## config.mk

```make
export PLATFORM = sky130hd
export DESIGN_NAME = ad_pll
export DESIGN_NICKNAME = d
export VERILOG_FILES = /design/src/rtl/ad_pll.sv
export SDC_FILE = /design/constraint.sdc
export NUM_CORES = 1
export LEC_CHECK = 0
export BUFFER_PORTS_ARGS = -buffer_cell sky130_fd_sc_hd__buf_2
export CAP_MARGIN = 30
export CORE_MARGIN = 2
export CORE_UTILIZATION = 45
export DETAILED_ROUTE_END_ITERATION = 10
export PLACE_DENSITY = 0.6
export SLEW_MARGIN = 5
export SYNTH_ARGS = -nofsm -noshare
export SYNTH_HDL_FRONTEND = slang
export SYNTH_SLANG_ARGS = --single-unit
```

## constraint.sdc

```tcl
create_clock -name fpga_clk_i -period 6.5 [get_ports fpga_clk_i]
set_clock_uncertainty 0.1 [all_clocks]
set_input_delay 0.65 -clock fpga_clk_i [delete_from_list [all_inputs] [get_ports fpga_clk_i]]
set_output_delay 0.65 -clock fpga_clk_i [all_outputs]
set_load 0.02 [all_outputs]
```

## src/rtl/ad_pll.sv

```systemverilog
// ad_pll: all-digital PLL that locks a phase-accumulator DCO to an external reference clock.
// Counter-based phase/frequency detector feeding a saturating PI loop filter.
module ad_pll #(
    parameter int unsigned ACC_W    = 16,
    parameter int unsigned FCW_NOM  = 1311,
    parameter int          KP       = 2,
    parameter int unsigned KI_SHIFT = 2,
    parameter int          INT_LIM  = 2047
) (
    input  logic              fpga_clk_i,
    input  logic              reset_i,
    input  logic              ref_clk_i,
    input  logic              enable_i,
    output logic              gen_clk_o,
    output logic signed [7:0] error_o,
    output logic signed [8:0] dco_cc_o
);
    localparam int unsigned ERR_W = 8;
    localparam int unsigned CC_W  = 9;
    localparam int unsigned INT_W = 12;
    localparam int unsigned CNT_W = 8;
    localparam int unsigned SUM_W = 16;

    localparam logic [CNT_W-1:0]        CNT_MAX = '1;
    localparam logic [CNT_W-1:0]        ERR_CAP = CNT_W'(127);
    localparam logic signed [SUM_W-1:0] INT_HI  = SUM_W'(INT_LIM);
    localparam logic signed [SUM_W-1:0] INT_LO  = -SUM_W'(INT_LIM);
    localparam logic signed [SUM_W-1:0] CC_HI   = SUM_W'(255);
    localparam logic signed [SUM_W-1:0] CC_LO   = -SUM_W'(255);

    typedef enum logic [1:0] {
        IDLE,
        REF_FIRST,
        GEN_FIRST
    } pd_state_e;

    logic                     ref_s1_q, ref_s2_q, ref_h_q, gen_h_q;
    logic [ACC_W-1:0]         acc_q, acc_d;
    pd_state_e                state_q;
    logic [CNT_W-1:0]         cnt_q;
    logic                     upd_q;
    logic signed [ERR_W-1:0]  err_q;
    logic signed [INT_W-1:0]  integ_q, integ_d;
    logic signed [CC_W-1:0]   dco_cc_q, cc_d;

    logic                     ref_rise, gen_rise;
    logic [CNT_W-1:0]         cnt_cap;
    logic signed [ERR_W-1:0]  err_mag;
    logic signed [SUM_W-1:0]  int_sum, int_sat, cc_sum, cc_sat;

    assign ref_rise  = ref_s2_q & ~ref_h_q;
    assign gen_rise  = acc_q[ACC_W-1] & ~gen_h_q;
    assign cnt_cap   = (cnt_q > ERR_CAP) ? ERR_CAP : cnt_q;
    assign err_mag   = signed'(ERR_W'(cnt_cap));
    assign acc_d     = acc_q + ACC_W'(FCW_NOM) + ACC_W'(dco_cc_q);

    assign gen_clk_o = acc_q[ACC_W-1];
    assign error_o   = err_q;
    assign dco_cc_o  = dco_cc_q;

    // Reference synchronizer, gen edge history and free-running DCO accumulator.
    always_ff @(posedge fpga_clk_i or posedge reset_i) begin
        if (reset_i) begin
            ref_s1_q <= 1'b0;
            ref_s2_q <= 1'b0;
            ref_h_q  <= 1'b0;
            gen_h_q  <= 1'b0;
            acc_q    <= '0;
        end else begin
            ref_s1_q <= ref_clk_i;
            ref_s2_q <= ref_s1_q;
            ref_h_q  <= ref_s2_q;
            gen_h_q  <= acc_q[ACC_W-1];
            acc_q    <= acc_d;
        end
    end

    // Phase detector: count cycles from the first edge to the other; timeout closes at the cap.
    always_ff @(posedge fpga_clk_i or posedge reset_i) begin
        if (reset_i) begin
            state_q <= IDLE;
            cnt_q   <= '0;
            err_q   <= '0;
            upd_q   <= 1'b0;
        end else if (!enable_i) begin
            state_q <= IDLE;
            cnt_q   <= '0;
            err_q   <= '0;
            upd_q   <= 1'b0;
        end else begin
            upd_q <= 1'b0;
            case (state_q)
                IDLE: begin
                    if (ref_rise && gen_rise) begin
                        err_q <= '0;
                        upd_q <= 1'b1;
                    end else if (ref_rise) begin
                        state_q <= REF_FIRST;
                        cnt_q   <= CNT_W'(1);
                    end else if (gen_rise) begin
                        state_q <= GEN_FIRST;
                        cnt_q   <= CNT_W'(1);
                    end
                end
                REF_FIRST: begin
                    if (gen_rise || cnt_q == CNT_MAX) begin
                        err_q   <= err_mag;
                        upd_q   <= 1'b1;
                        state_q <= IDLE;
                        cnt_q   <= '0;
                    end else begin
                        cnt_q <= cnt_q + CNT_W'(1);
                    end
                end
                GEN_FIRST: begin
                    if (ref_rise || cnt_q == CNT_MAX) begin
                        err_q   <= -err_mag;
                        upd_q   <= 1'b1;
                        state_q <= IDLE;
                        cnt_q   <= '0;
                    end else begin
                        cnt_q <= cnt_q + CNT_W'(1);
                    end
                end
                default: begin
                    state_q <= IDLE;
                    cnt_q   <= '0;
                end
            endcase
        end
    end

    // PI filter arithmetic, wide enough that neither sum can wrap before saturation.
    always_comb begin
        int_sum = SUM_W'(integ_q) + SUM_W'(err_q);
        if (int_sum > INT_HI) begin
            int_sat = INT_HI;
        end else if (int_sum < INT_LO) begin
            int_sat = INT_LO;
        end else begin
            int_sat = int_sum;
        end
        integ_d = INT_W'(int_sat);

        cc_sum = SUM_W'(err_q) * SUM_W'(KP) + (int_sat >>> KI_SHIFT);
        if (cc_sum > CC_HI) begin
            cc_sat = CC_HI;
        end else if (cc_sum < CC_LO) begin
            cc_sat = CC_LO;
        end else begin
            cc_sat = cc_sum;
        end
        cc_d = CC_W'(cc_sat);
    end

    always_ff @(posedge fpga_clk_i or posedge reset_i) begin
        if (reset_i) begin
            integ_q  <= '0;
            dco_cc_q <= '0;
        end else if (!enable_i) begin
            integ_q  <= '0;
            dco_cc_q <= '0;
        end else if (upd_q) begin
            integ_q  <= integ_d;
            dco_cc_q <= cc_d;
        end
    end

endmodule

```

==> impl_metrics.yaml <==
route:
  detail_route.drc_violations: 0
  final_antenna_net_count: 0
  detailedRoute.firstIterationViolations: 137
  drt-vias-per-instance: 5.49
  detail_route.wl_per_cell_um: 14.5
  detail_route.wirelength_mm: 10.3
  vias_after_detailed_routing: 3903
  detail_route.first_pass.iterations: 4
die:
  core.rowCount: 37
  die_area_um2: 11600
  chipWidth_um: 108
  i_o_pin_cnt: 22
  floorplan.core_area_um2: 10400
  floorplan.initialDensity_pct: 46.6
  die_height_um: 108
worst_setup_path:
  crit_fanout: 8
  critical_path_required_ps: 6630
  crit_arrival_ps: 5870
  setup.worst_path.end_class: "flip-flop"
  crit_type: "flip-flop to flip-flop"
  worst_setup_path_start_kind: "flip-flop"
layout:
  multi_input_comb_area_um2: 3100
  n_antenna_cell: 0
  area.growth.synth_to_final_pct: 8.53
  number_of_nets_in_the_final_layout: 635
  drive_above_1_share_pct: 10.6
  layout.filler_cells: 985
  final_cell_count_no_fill: 711
  regArea_um2: 1500
  leading_cell_type_in_the_layout_fill_and_taps_excluded: "dfrtp_1"
  commonest_non_fill_non_tap_cells_in_the_layout: "dfrtp_1, ha_1, inv_1"
pwr:
  power.combinational.fraction_pct: 56.4
  power.share.sequential_pct: 28.2
  cellLeakagePower_nw: 2.59
  pwr_density_cell_nw_per_um2: 355
  irDropWorstVdd_v: 0.000168
  p_sw_mw: 0.820
  power.share.switching_pct: 43.8
  power_report.internal_total_mw: 1.05
  power.share.clock_pct: 15.4
  totalPowerFinal_mw: 1.87
clock_network:
  cts.path.max_buffers: 2
  tritoncts: "built"
  clock_tree.htree_level_count: 3
  cts-hold-fix-buffers: 0
  cts_buffers: 9
  post-cts-setup-buffer-count: 0
  root_buffer: "clkbuf_8"
  clkSlewWorstSetupHoldPaths_ps: 70
  clkSinkCount: 60
  clock_latency_ps: 340
  post_cts_resize_count: 0
synthesis:
  cell_taking_the_most_area_after_synthesis: "dfrtp_1"
  synth_async_sr_flop_share_pct: 100
  syn_area_um2: 4860
  syn_avg_cell_area_um2: 8.83
  postSynthCellCount: 550
  synth_fp_nets: 615
  synth_enable_flop_cells: 0
  synth-seq-area-share_pct: 30.9
  synth-main-ff-cell: "dfrtp_1"
  synth-seq-cells: 60
  netlist-cell-type-count: 70
  synthDominantCellAreaShare_pct: 30.9
  synth.top_cells.by_area: "dfrtp_1, ha_1, inv_1"
  synthesis.yosys.warnings: 0
sta:
  rsz0062_at_grt: "no"
  finalMaxSlewViolations: 0
  fmax_mhz: 174
  fin_crit_ps: 5740
  timing.max_slew.rel_slack_pct: 42.0
  finalHoldViolations: 0
  totalNegativeSetupSlack_ps: 0
  tightestPinTransition_ps: 865
  post-route-period-util_pct: 88.3
  setup_viol_count_final: 0
placement:
  port_buffers: 21
  final_gp_congestion: 0.843
  dp_cells: 694
  dp_hpwl_mm: 7.77
global_route:
  groute.usage.overall_pct: 19.4
  grt_antenna_before_repair: 0
  first_global_vias: 3897
  gr-total-overflow: 0
  grt_max_degree: 61
  grt_pass1_wl_mm: 18.1
outcome:
  outcome: "completed"
hold_path:
  hold_path_class: "flip-flop to flip-flop"
flow_run:
  maxCapViolations: 0
metrics by stage:
step | area [um2] | util (%) | setup WS [ps] | hold WS (ps)
final | 5270 | 50.6 | 760 | 251
after floorplan | 4860 | - | 1040 | 231
after CTS | 5240 | 50.3 | 760 | 253
after global placement | 5080 | 48.8 | 887 | 232
after global routing | 5270 | 50.6 | 345 | 257
after detailed placement | 5080 | 48.8 | 791 | 236
final cells by class:
| class | count | share of cell area (%) |
|---|---|---|
| clock buffer | 12 | 2.56 |
| clock inverter | 4 | 0.498 |
| inverter | 54 | 3.85 |
| multi-input combinational | 422 | 58.7 |
| sequential | 60 | 28.5 |
| tap | 136 | 3.23 |
| timing repair buffer | 23 | 2.66 |
power by group through the flow:
stage / Combinational [mW] / Sequential [mW] / Clock [mW]
after floorplan: 0.830 / 0.534 / 0
after global placement: 1.01 / 0.539 / 0
after detailed placement: 1.04 / 0.542 / 0
after CTS: 1.05 / 0.535 / 0.298
after global routing: 1.21 / 0.538 / 0.318
final: 1.06 / 0.527 / 0.289
metal layers:
metal | wire (um) | track usage, % | up-vias | share of wire (%)
met5 | 0 | 0 | - | 0
met4 | 163 | 5.13 | 0 | 1.6
met3 | 307 | 4.36 | 14 | 3.0
met2 | 4780 | 31.9 | 43 | 46
met1 | 5050 | 25.6 | 1847 | 49
li1 | - | - | 1999 | -
final timing paths:
check | from | endpoint | slack (ps) | cells after the start
min in group asynchronous | reset_i | acc_q[11] | 410 | 3
setup reg to reg | error_o[0] | dco_cc_o[5] | 760 | 21
hold / removal | ref_s1_q | ref_s2_q | 250 | 0
max in group asynchronous | reset_i | error_o[6] | 5350 | 3
hold reg to reg | ref_s1_q | ref_s2_q | 250 | 0
setup / recovery | error_o[0] | dco_cc_o[5] | 760 | 21
Yosys cell counts, types with 3 or more instances:
master	count
a2111oi_2	3
nand3_1	17
nor2b_1	14
o21ai_0	40
a211oi_1	6
nor3_1	11
maj3_1	3
mux2i_1	5
a21oi_1	34
a22oi_1	3
and3_1	9
a22o_1	5
ha_1	58
or3_1	7
nand2b_1	14
a31oi_1	7
inv_1	54
clkbuf_1	10
fa_1	3
xnor2_1	19
a21o_1	5
o21a_1	3
dfrtp_1	60
o211ai_1	5
nand2_1	34
or4_1	4
buf_2	4
a21boi_0	3
nor2_1	47
xor2_1	10
or2_0	4
o31ai_1	3
cells by family (layout without fill, tap and decap cells):
logic type / after synthesis / in the layout / synth area share (%)
compound gates: 147 / 147 / 21.5
simple gates: 173 / 173 / 17.9
buf+inv: 68 / 93 / 5.36
flops: 60 / 60 / 30.9
xor+xnor: 30 / 30 / 5.56
fa+ha+maj: 64 / 64 / 16.8
mux: 8 / 8 / 2.03
critical path, cell delays in order, from the launching register on:
cell      delay, ps
dfrtp_1         410
ha_1            210
inv_1            60
fa_1            420
nand2b_1        190
a211oi_1        350
o21ba_2         230
a211oi_1         70
or4_4           540
o22a_2          280
a21oi_1         240
inv_1            70
ha_1            220
fa_1            420
a21oi_1         230
o21bai_1        100
xor2_1          160
or3_1           350
or4_1           530
nor2_2          150
a221oi_4        100
a22o_1          240
state kept, by name (all words and copies together) (netlist names):
name      count
acc_q        16
cnt_q         8
upd_q         1
dco_cc_o      9
ref_s2_q      1
error_o       8
ref_s1_q      1
gen_h_q       1
ref_h_q       1
integ_q      12
state_q       2
Power figures use the tool's default switching activity.
